**src/rtl/ifu_pkg.sv**
```systemverilog
// Shared types and constants for the instruction fetch unit.
package ifu_pkg;

  typedef enum logic [2:0] {
    S_BOOT,
    S_IDLE,
    S_ADDR,
    S_DATA,
    S_OUT
  } ifu_state_e;

  localparam logic [1:0] RESP_OKAY      = 2'b00;
  localparam logic       CAUSE_MISALIGN = 1'b0;
  localparam logic       CAUSE_BUS_ERR  = 1'b1;

  function automatic logic pc_misaligned(input logic [1:0] pc_lsb);
    return pc_lsb != 2'b00;
  endfunction

endpackage

```
**src/rtl/ifu.sv**
```systemverilog
// Instruction fetch unit: one AXI4-Lite AR/R read per PC update, result held toward decode.
// Optional IFU_FAULT_EN adds misaligned-PC and bus-error fault reporting.
module ifu
  import ifu_pkg::*;
#(
  parameter int unsigned WIDTH = 32
) (
  input  logic             clk,
  input  logic             rst,
  input  logic [WIDTH-1:0] pc,
  input  logic             pc_update,
  output logic [WIDTH-1:0] araddr,
  output logic             arvalid,
  input  logic             arready,
  input  logic [31:0]      rdata,
  input  logic [1:0]       rresp,
  input  logic             rvalid,
  output logic             rready,
  output logic [31:0]      inst,
  output logic [WIDTH-1:0] inst_pc,
  output logic             inst_valid,
  input  logic             inst_ready,
  output logic             fault,
  output logic             fault_cause
);

  ifu_state_e       state_q, state_d;
  logic             arvalid_q, arvalid_d;
  logic             rready_q, rready_d;
  logic             inst_valid_q, inst_valid_d;
  logic             fault_q, fault_d;
  logic             fault_cause_q, fault_cause_d;
  logic [31:0]      inst_q, inst_d;
  logic [WIDTH-1:0] inst_pc_q, inst_pc_d;

  always_comb begin
    state_d       = state_q;
    arvalid_d     = arvalid_q;
    rready_d      = rready_q;
    inst_valid_d  = inst_valid_q;
    fault_d       = fault_q;
    fault_cause_d = fault_cause_q;
    inst_d        = inst_q;
    inst_pc_d     = inst_pc_q;

    unique case (state_q)
      S_BOOT: begin
`ifdef IFU_FAULT_EN
        if (pc_misaligned(pc[1:0])) begin
          state_d       = S_OUT;
          inst_valid_d  = 1'b1;
          fault_d       = 1'b1;
          fault_cause_d = CAUSE_MISALIGN;
          inst_d        = '0;
          inst_pc_d     = pc;
        end else begin
          state_d   = S_ADDR;
          arvalid_d = 1'b1;
        end
`else
        state_d   = S_ADDR;
        arvalid_d = 1'b1;
`endif
      end

      S_IDLE: begin
        if (pc_update) begin
          state_d   = S_ADDR;
          arvalid_d = 1'b1;
        end
      end

      S_ADDR: begin
`ifdef IFU_FAULT_EN
        // The new pc only becomes visible here after an update, so alignment is judged in ADDR.
        if (pc_misaligned(pc[1:0])) begin
          state_d       = S_OUT;
          arvalid_d     = 1'b0;
          inst_valid_d  = 1'b1;
          fault_d       = 1'b1;
          fault_cause_d = CAUSE_MISALIGN;
          inst_d        = '0;
          inst_pc_d     = pc;
        end else if (arready) begin
          state_d   = S_DATA;
          arvalid_d = 1'b0;
          rready_d  = 1'b1;
          inst_pc_d = pc;
        end
`else
        if (arready) begin
          state_d   = S_DATA;
          arvalid_d = 1'b0;
          rready_d  = 1'b1;
          inst_pc_d = pc;
        end
`endif
      end

      S_DATA: begin
        if (rvalid) begin
          state_d       = S_OUT;
          rready_d      = 1'b0;
          inst_valid_d  = 1'b1;
          inst_d        = rdata;
          fault_d       = 1'b0;
          fault_cause_d = 1'b0;
`ifdef IFU_FAULT_EN
          if (rresp != RESP_OKAY) begin
            inst_d        = '0;
            fault_d       = 1'b1;
            fault_cause_d = CAUSE_BUS_ERR;
          end
`endif
        end
      end

      S_OUT: begin
        if (inst_ready) begin
          state_d       = S_IDLE;
          inst_valid_d  = 1'b0;
          fault_d       = 1'b0;
          fault_cause_d = 1'b0;
        end
      end

      default: begin
        state_d      = S_BOOT;
        arvalid_d    = 1'b0;
        rready_d     = 1'b0;
        inst_valid_d = 1'b0;
      end
    endcase
  end

  always_ff @(posedge clk) begin
    if (rst) begin
      state_q       <= S_BOOT;
      arvalid_q     <= 1'b0;
      rready_q      <= 1'b0;
      inst_valid_q  <= 1'b0;
      fault_q       <= 1'b0;
      fault_cause_q <= 1'b0;
      inst_q        <= '0;
      inst_pc_q     <= '0;
    end else begin
      state_q       <= state_d;
      arvalid_q     <= arvalid_d;
      rready_q      <= rready_d;
      inst_valid_q  <= inst_valid_d;
      fault_q       <= fault_d;
      fault_cause_q <= fault_cause_d;
      inst_q        <= inst_d;
      inst_pc_q     <= inst_pc_d;
    end
  end

  assign araddr      = pc;
  assign rready      = rready_q;
  assign inst        = inst_q;
  assign inst_pc     = inst_pc_q;
  assign inst_valid  = inst_valid_q;
  assign fault       = fault_q;
  assign fault_cause = fault_cause_q;

`ifdef IFU_FAULT_EN
  // Suppress the request during the one ADDR cycle that discovers a misaligned pc.
  assign arvalid = arvalid_q & ~pc_misaligned(pc[1:0]);
`else
  logic rresp_unused;
  assign rresp_unused = ^rresp;
  assign arvalid      = arvalid_q;
`endif

endmodule
```
**config.mk**
```make
export PLATFORM = sky130hd
export DESIGN_NAME = ifu
export DESIGN_NICKNAME = d
export VERILOG_FILES = /design/src/rtl/ifu_pkg.sv /design/src/rtl/ifu.sv
export SDC_FILE = /design/constraint.sdc
export NUM_CORES = 1
export LEC_CHECK = 0
export ABC_AREA = 0
export BUFFER_PORTS_ARGS = -buffer_cell sky130_fd_sc_hd__buf_2
export CAP_MARGIN = 20
export CORE_MARGIN = 2
export CORE_UTILIZATION = 43
export DETAILED_ROUTE_END_ITERATION = 7
export HOLD_SLACK_MARGIN = 0.02
export PLACE_DENSITY_LB_ADDON = 0.08
export SYNTH_ARGS = -nofsm -noshare
export SYNTH_HDL_FRONTEND = slang
export SYNTH_SLANG_ARGS = --single-unit
```
**constraint.sdc**
```tcl
create_clock -name clk -period 1.3 [get_ports clk]
set_input_delay 0.26 -clock clk [delete_from_list [all_inputs] [get_ports clk]]
set_output_delay 0.26 -clock clk [all_outputs]
set_load 0.005 [all_outputs]
```
=== Word-level counts from Yosys, hierarchy flattened ===
Index checks and enable logic that the tools add are counted.
Widths: inputs -> output; s select.

* Bitwise logic cells: 3
* Reduce and logical (&&, ||, !) cells: 12
* Equal/unequal tests: 8
* Muxes and demuxes: 15

{| class="wikitable"
|+ Operators by type and width
! cell !! number
|-
| $pmux 3 s5 || 1
|-
| $mux 3 || 4
|-
| $reduce_and 3->1 || 4
|-
| $ne 2x2->1 const B || 4
|-
| $eq 3x2->1 const B || 2
|-
| $mux 1 || 6
|-
| $pmux 1 s3 || 2
|-
| $reduce_or 3->1 || 2
|-
| $pmux 1 s4 || 1
|-
| $reduce_and 2->1 || 2
|-
| $reduce_and 4->1 || 1
|-
| $eq 3x1->1 const B || 1
|-
| $eq 3x3->1 const B || 1
|-
| $logic_not 3->1 || 1
|-
| $not 1->1 || 3
|-
| $pmux 1 s2 || 1
|-
| $reduce_bool 2->1 || 1
|-
| $reduce_or 2->1 || 1
|}

* Input port bits: 72
* Output and inout port bits: 101
* Logic and storage cells: 45
* Bits in registers: 71

=== Depth between registers and ports, before layout ===
* Word-level depth: 4
* Gate-level depth with buffers: 5
* Mapped depth without buffers: 3

=== Least setup slack after synthesis ===
No wires, ideal clock.

* Path kind: reg2reg
* From: register state_q[1]
* To: register inst_q[12] (netlist: inst[12])
* Required time: 1.168 ns
* Cell stages (with the launch flop): 6
* Slack: 0.196 ns
* Path buffers: 2
* Setup time: 0.132 ns
* Arrival: 0.972 ns
* Period minus slack after synthesis: 1.104 ns
* Cells stage by stage: dfxtp_1 > buf_2 > nand4b_1 > buf_2 > nand2_1 > a21oi_1

* Cells in the longest elaborated chain, start to end: 2

{| class="wikitable"
|+ Ends and longest elaborated chain
! element !! RTL line !! RTL
|-
| start: declaration || ifu.sv:27 || <nowiki>ifu_state_e state_q, state_d;</nowiki>
|-
| start signal: assignment || ifu.sv:147 || <nowiki>state_q <= state_d;</nowiki>
|-
| $eq 3x2->1 || ifu.sv:46 || <nowiki>unique case (state_q)</nowiki>
|-
| $reduce_and 2->1 (no line) || - ||
|-
| end signal: assignment || ifu.sv:153 || <nowiki>inst_q <= inst_d;</nowiki>
|-
| end: declaration || ifu.sv:33 || <nowiki>logic [31:0] inst_q, inst_d;</nowiki>
|}

Every way passes these cells.
A chain may end at the register's enable or synchronous reset.

=== Final worst setup path ===
* From: register state_q[0]
* To: register inst_pc_q[4] (netlist: inst_pc[4])

* Cells in the longest elaborated chain, start to end: 2

{| class="wikitable"
|+ Ends and longest elaborated chain
! element !! RTL line !! RTL
|-
| $eq 3x2->1 || ifu.sv:46 ||
|-
| $reduce_and 2->1 (no line) || - ||
|-
| end signal: assignment || ifu.sv:154 || <nowiki>inst_pc_q <= inst_pc_d;</nowiki>
|-
| end: declaration || ifu.sv:34 || <nowiki>logic [WIDTH-1:0] inst_pc_q, inst_pc_d;</nowiki>
|}

Every way passes these cells.

==> reports/summary.md <==
The post-route setup TNS came out at 0 ps. The clock-pin slew on the worst setup and hold paths works out to 70 ps. For this run, the post-layout net count is 562. The half-perimeter wire length after detailed placement was 4915 µm. For the core outline area, the log shows 0.006314 mm².

The logs give 4449 µW for the total power consumption of the routed design and 60 ps for the setup slack of the most critical reg-to-reg path. The run gives 25 as the number of distinct library cell variants in the gate-level netlist after synthesis. The number of clock buffers added by TritonCTS is 9. The floorplan step defined a die boundary enclosing 0.007183 mm².

Across the routed clock network, the largest skew measured is 8.428 ps. The run finished with clean final reports. For the worst-skew pair, the clock arrives at the later sink with an insertion delay of 330 ps. Compared with the post-synthesis result, the final layout area differs by 32.08%.

Detailed routing inserted a total of 2,723 vias. The clock passes through at most 2 buffers. After synthesis, the mean cell area works out to 7.921 µm².

Die extent in y: 84.75 µm. The filler cells instantiated in the layout total 652. VDD sags by at most 0.0006252 V. Startpoint type of the worst setup path: a register. In this run the core area contains 29 standard-cell rows. The H-tree was split into 3 levels. The logs give 0.003490 mm² for the total cell area at the placement stage and 5 for the first-pass iteration count of the detailed router. The post-route standard cell area excluding fillers was 0.003704 mm²; the final routed wirelength across all metal layers was 6791 µm. The proportion of synthesized chip area in sequential cells came out at 0.4998.

The areal power density over the cells is 1201 mW/mm², and the cell area after technology mapping is 0.002804 mm². Derived from the worst setup path, the maximum achievable clock frequency is 806.6 MHz. The tools report the category of the worst setup path capture point as a register. The tools report the number of I/O pins as 173. Setup violations remaining at the end of the flow were counted as 0. Across the run, the number of max-cap violations was 0. The final clock period utilization by the worst path works out to 0.9536. The clock period minus worst slack was 1240 ps.

TritonCTS built the clock tree. The critical path goes through nor4bb_4 > buf_4 > clkbuf_4 > nand2_1 > a21oi_1. The tools report the utilization after layout as 0.5866. The overall routing resource usage is 0.1830. Entering global routing, the biggest net connects 35 pins. Once detail routing completed, the nets flagged for antenna violations numbered 0.

For the required time of the worst setup path, the log shows 1560 ps. The critical path in this run is classified as register to register. The x dimension of the die came out at 84.75 µm. In the routed design, unresolved DRC markers number 0.

Delay of the slowest critical-path stage: 360 ps. The run gives 0 as the final number of hold-violating endpoints. The routability-driven placement congestion ratio is 0.7631, and the effective utilization at floorplan is 0.4441.

The run gives 0 as the count of antenna diodes in the layout. Number of sinks handled by clock tree synthesis: 70. The run gives 2,428 as the number of global-route vias before repair. In this run the worst hold path is classified as input pin to register. The biggest fanout along the worst timing path is 7, and the flop and latch count out of synthesis is 70. After detailed routing, the number of vias per cell comes to 4.760.

The run gives 0 as the initial antenna violation count. The ratio of cells with drive above 1 in the final layout is 0.4061. Buffers placed on the I/O ports in this run total 168. CTS placed an instance of sky130_fd_sc_hd__clkbuf_8 at the clock tree root. The slowest stage of the critical path belongs to the cell sky130_fd_sc_hd__dfxtp_2. The logs give 161.1 ps for the smallest hold slack and 0 for the global route total overflow.

The tools report the violation count after the first detailed-routing iteration as 65. The run gives 0 as the number of pins exceeding their max-slew limit in the final report. For this run, the number of Yosys warnings is 0. At the worst endpoint, the arrival time is 1500 ps.

Dividing the detail-routed wire length by the instance count gives 11.87 µm. For this design the static power due to leakage is 0.001761 µW. The number of cells produced by synthesis is 354.

Wire length of the first global-routing pass: 10,650 µm.
final timing paths:
check,start,endpoint,depth (start not counted)
worst max-delay path,state_q[0],inst_pc[4],5
worst min-delay path,rdata[22],inst[22],3
worst max register to register,state_q[0],inst_pc[4],5
worst min register to register,inst[27],inst[27],2
layer usage:
layer / part of all wire / track usage / vias up / wire [µm]
li1: - / - / 1377 / -
met2: 0.51 / 0.3271 / 122 / 3463
met5: 0 / 0 / - / 0
met1: 0.39 / 0.2087 / 1217 / 2665
met4: 0.011 / 0.06926 / 0 / 72
met3: 0.087 / 0.04720 / 7 / 590
Yosys cell counts, drive strengths merged:
cell / instances / area (µm²)
a211o: 1 / 8.760
conb: 1 / 3.750
dfxtp: 70 / 1401
nor2b: 1 / 6.260
o21ai: 2 / 10.01
buf: 51 / 371.6
a211oi: 1 / 7.510
nand4b: 1 / 8.760
o21bai: 1 / 7.510
nand2b: 1 / 6.260
o32ai: 1 / 8.760
clkbuf: 9 / 33.78
inv: 2 / 7.510
nor3: 2 / 10.01
nand3b: 1 / 7.510
nand2: 130 / 488.0
and4b: 1 / 10.01
nor2: 2 / 7.510
nor3b: 2 / 15.01
a31oi: 2 / 12.51
nor4bb: 1 / 10.01
a21oi: 70 / 350.3
nand4bb: 1 / 11.26
critical path: cells and delay by family (launching register included):
family          cells  cell delay [ps]
buf+inv             2              380
flops               1              360
simple gates        2              330
compound gates      1              110
flip-flops by register name, summed over array words and instances (netlist names):
signal      count
inst_pc        32
state_q         3
rready          1
inst_valid      1
arvalid         1
inst           32
cell usage in the layout (no fill, tap or decap), drive strengths merged, types with 2 or more instances in the layout:
| cell | netlist | routed |
|---|---|---|
| dfxtp | 70 | 70 |
| nand2 | 130 | 130 |
| a21oi | 70 | 70 |
| clkbuf | 9 | 12 |
| nor3b | 2 | 2 |
| o21ai | 2 | 2 |
| buf | 51 | 183 |
| inv | 2 | 2 |
| nor3 | 2 | 2 |
| nor2 | 2 | 2 |
| clkinv | 0 | 4 |
| conb | 1 | 2 |
| a31oi | 2 | 2 |
through the flow:
stage	instances	worst slack [ps]
after floorplan	355	195.9
after global placement	553	72.60
after detailed placement	553	35.18
after CTS	569	48.48
after global routing	572	-4.769
final	572	60.30
timing repair:
item / 4_1_cts / 5_1_grt
resized for setup: 0 / 7
endpoints found under the hold margin: 0 / 0
setup buffers: 0 / 1
hold buffers: 0 / 0
setup endpoints to repair: 0 / 44
power by group:
| part | total, µW | leakage [µW] | internal, µW | switching (µW) |
|---|---|---|---|---|
| Combinational | 546 | 0.00110 | 273 | 273 |
| Clock | 1640 | 0.0000968 | 875 | 762 |
| Sequential | 2270 | 0.000569 | 2220 | 41.3 |
layout make-up:
class                           count  area [µm²]  area share
Inverter                            2       7.507    0.002027
Sequential cell                    70        1404      0.3791
Clock buffer                       11       131.4     0.03547
Timing Repair Buffer              184        1006      0.2716
Clock inverter                      5       50.05     0.01351
Multi-Input combinational cell    223        1008      0.2723
Tap cell                           77       96.34     0.02601
logic make-up (layout without fill, tap and decap cells):
kind of cell           Yosys count  count (layout)  share of synthesized area
and+or+nand+nor                143             143                     0.2071
AOI/OAI and AO/OA               78              78                     0.1446
DFF                             70              70                     0.4998
buffers and inverters           62             202                     0.1473
other                            1               2                   0.001337
Note: power is estimated with default switching activity, not from simulation.
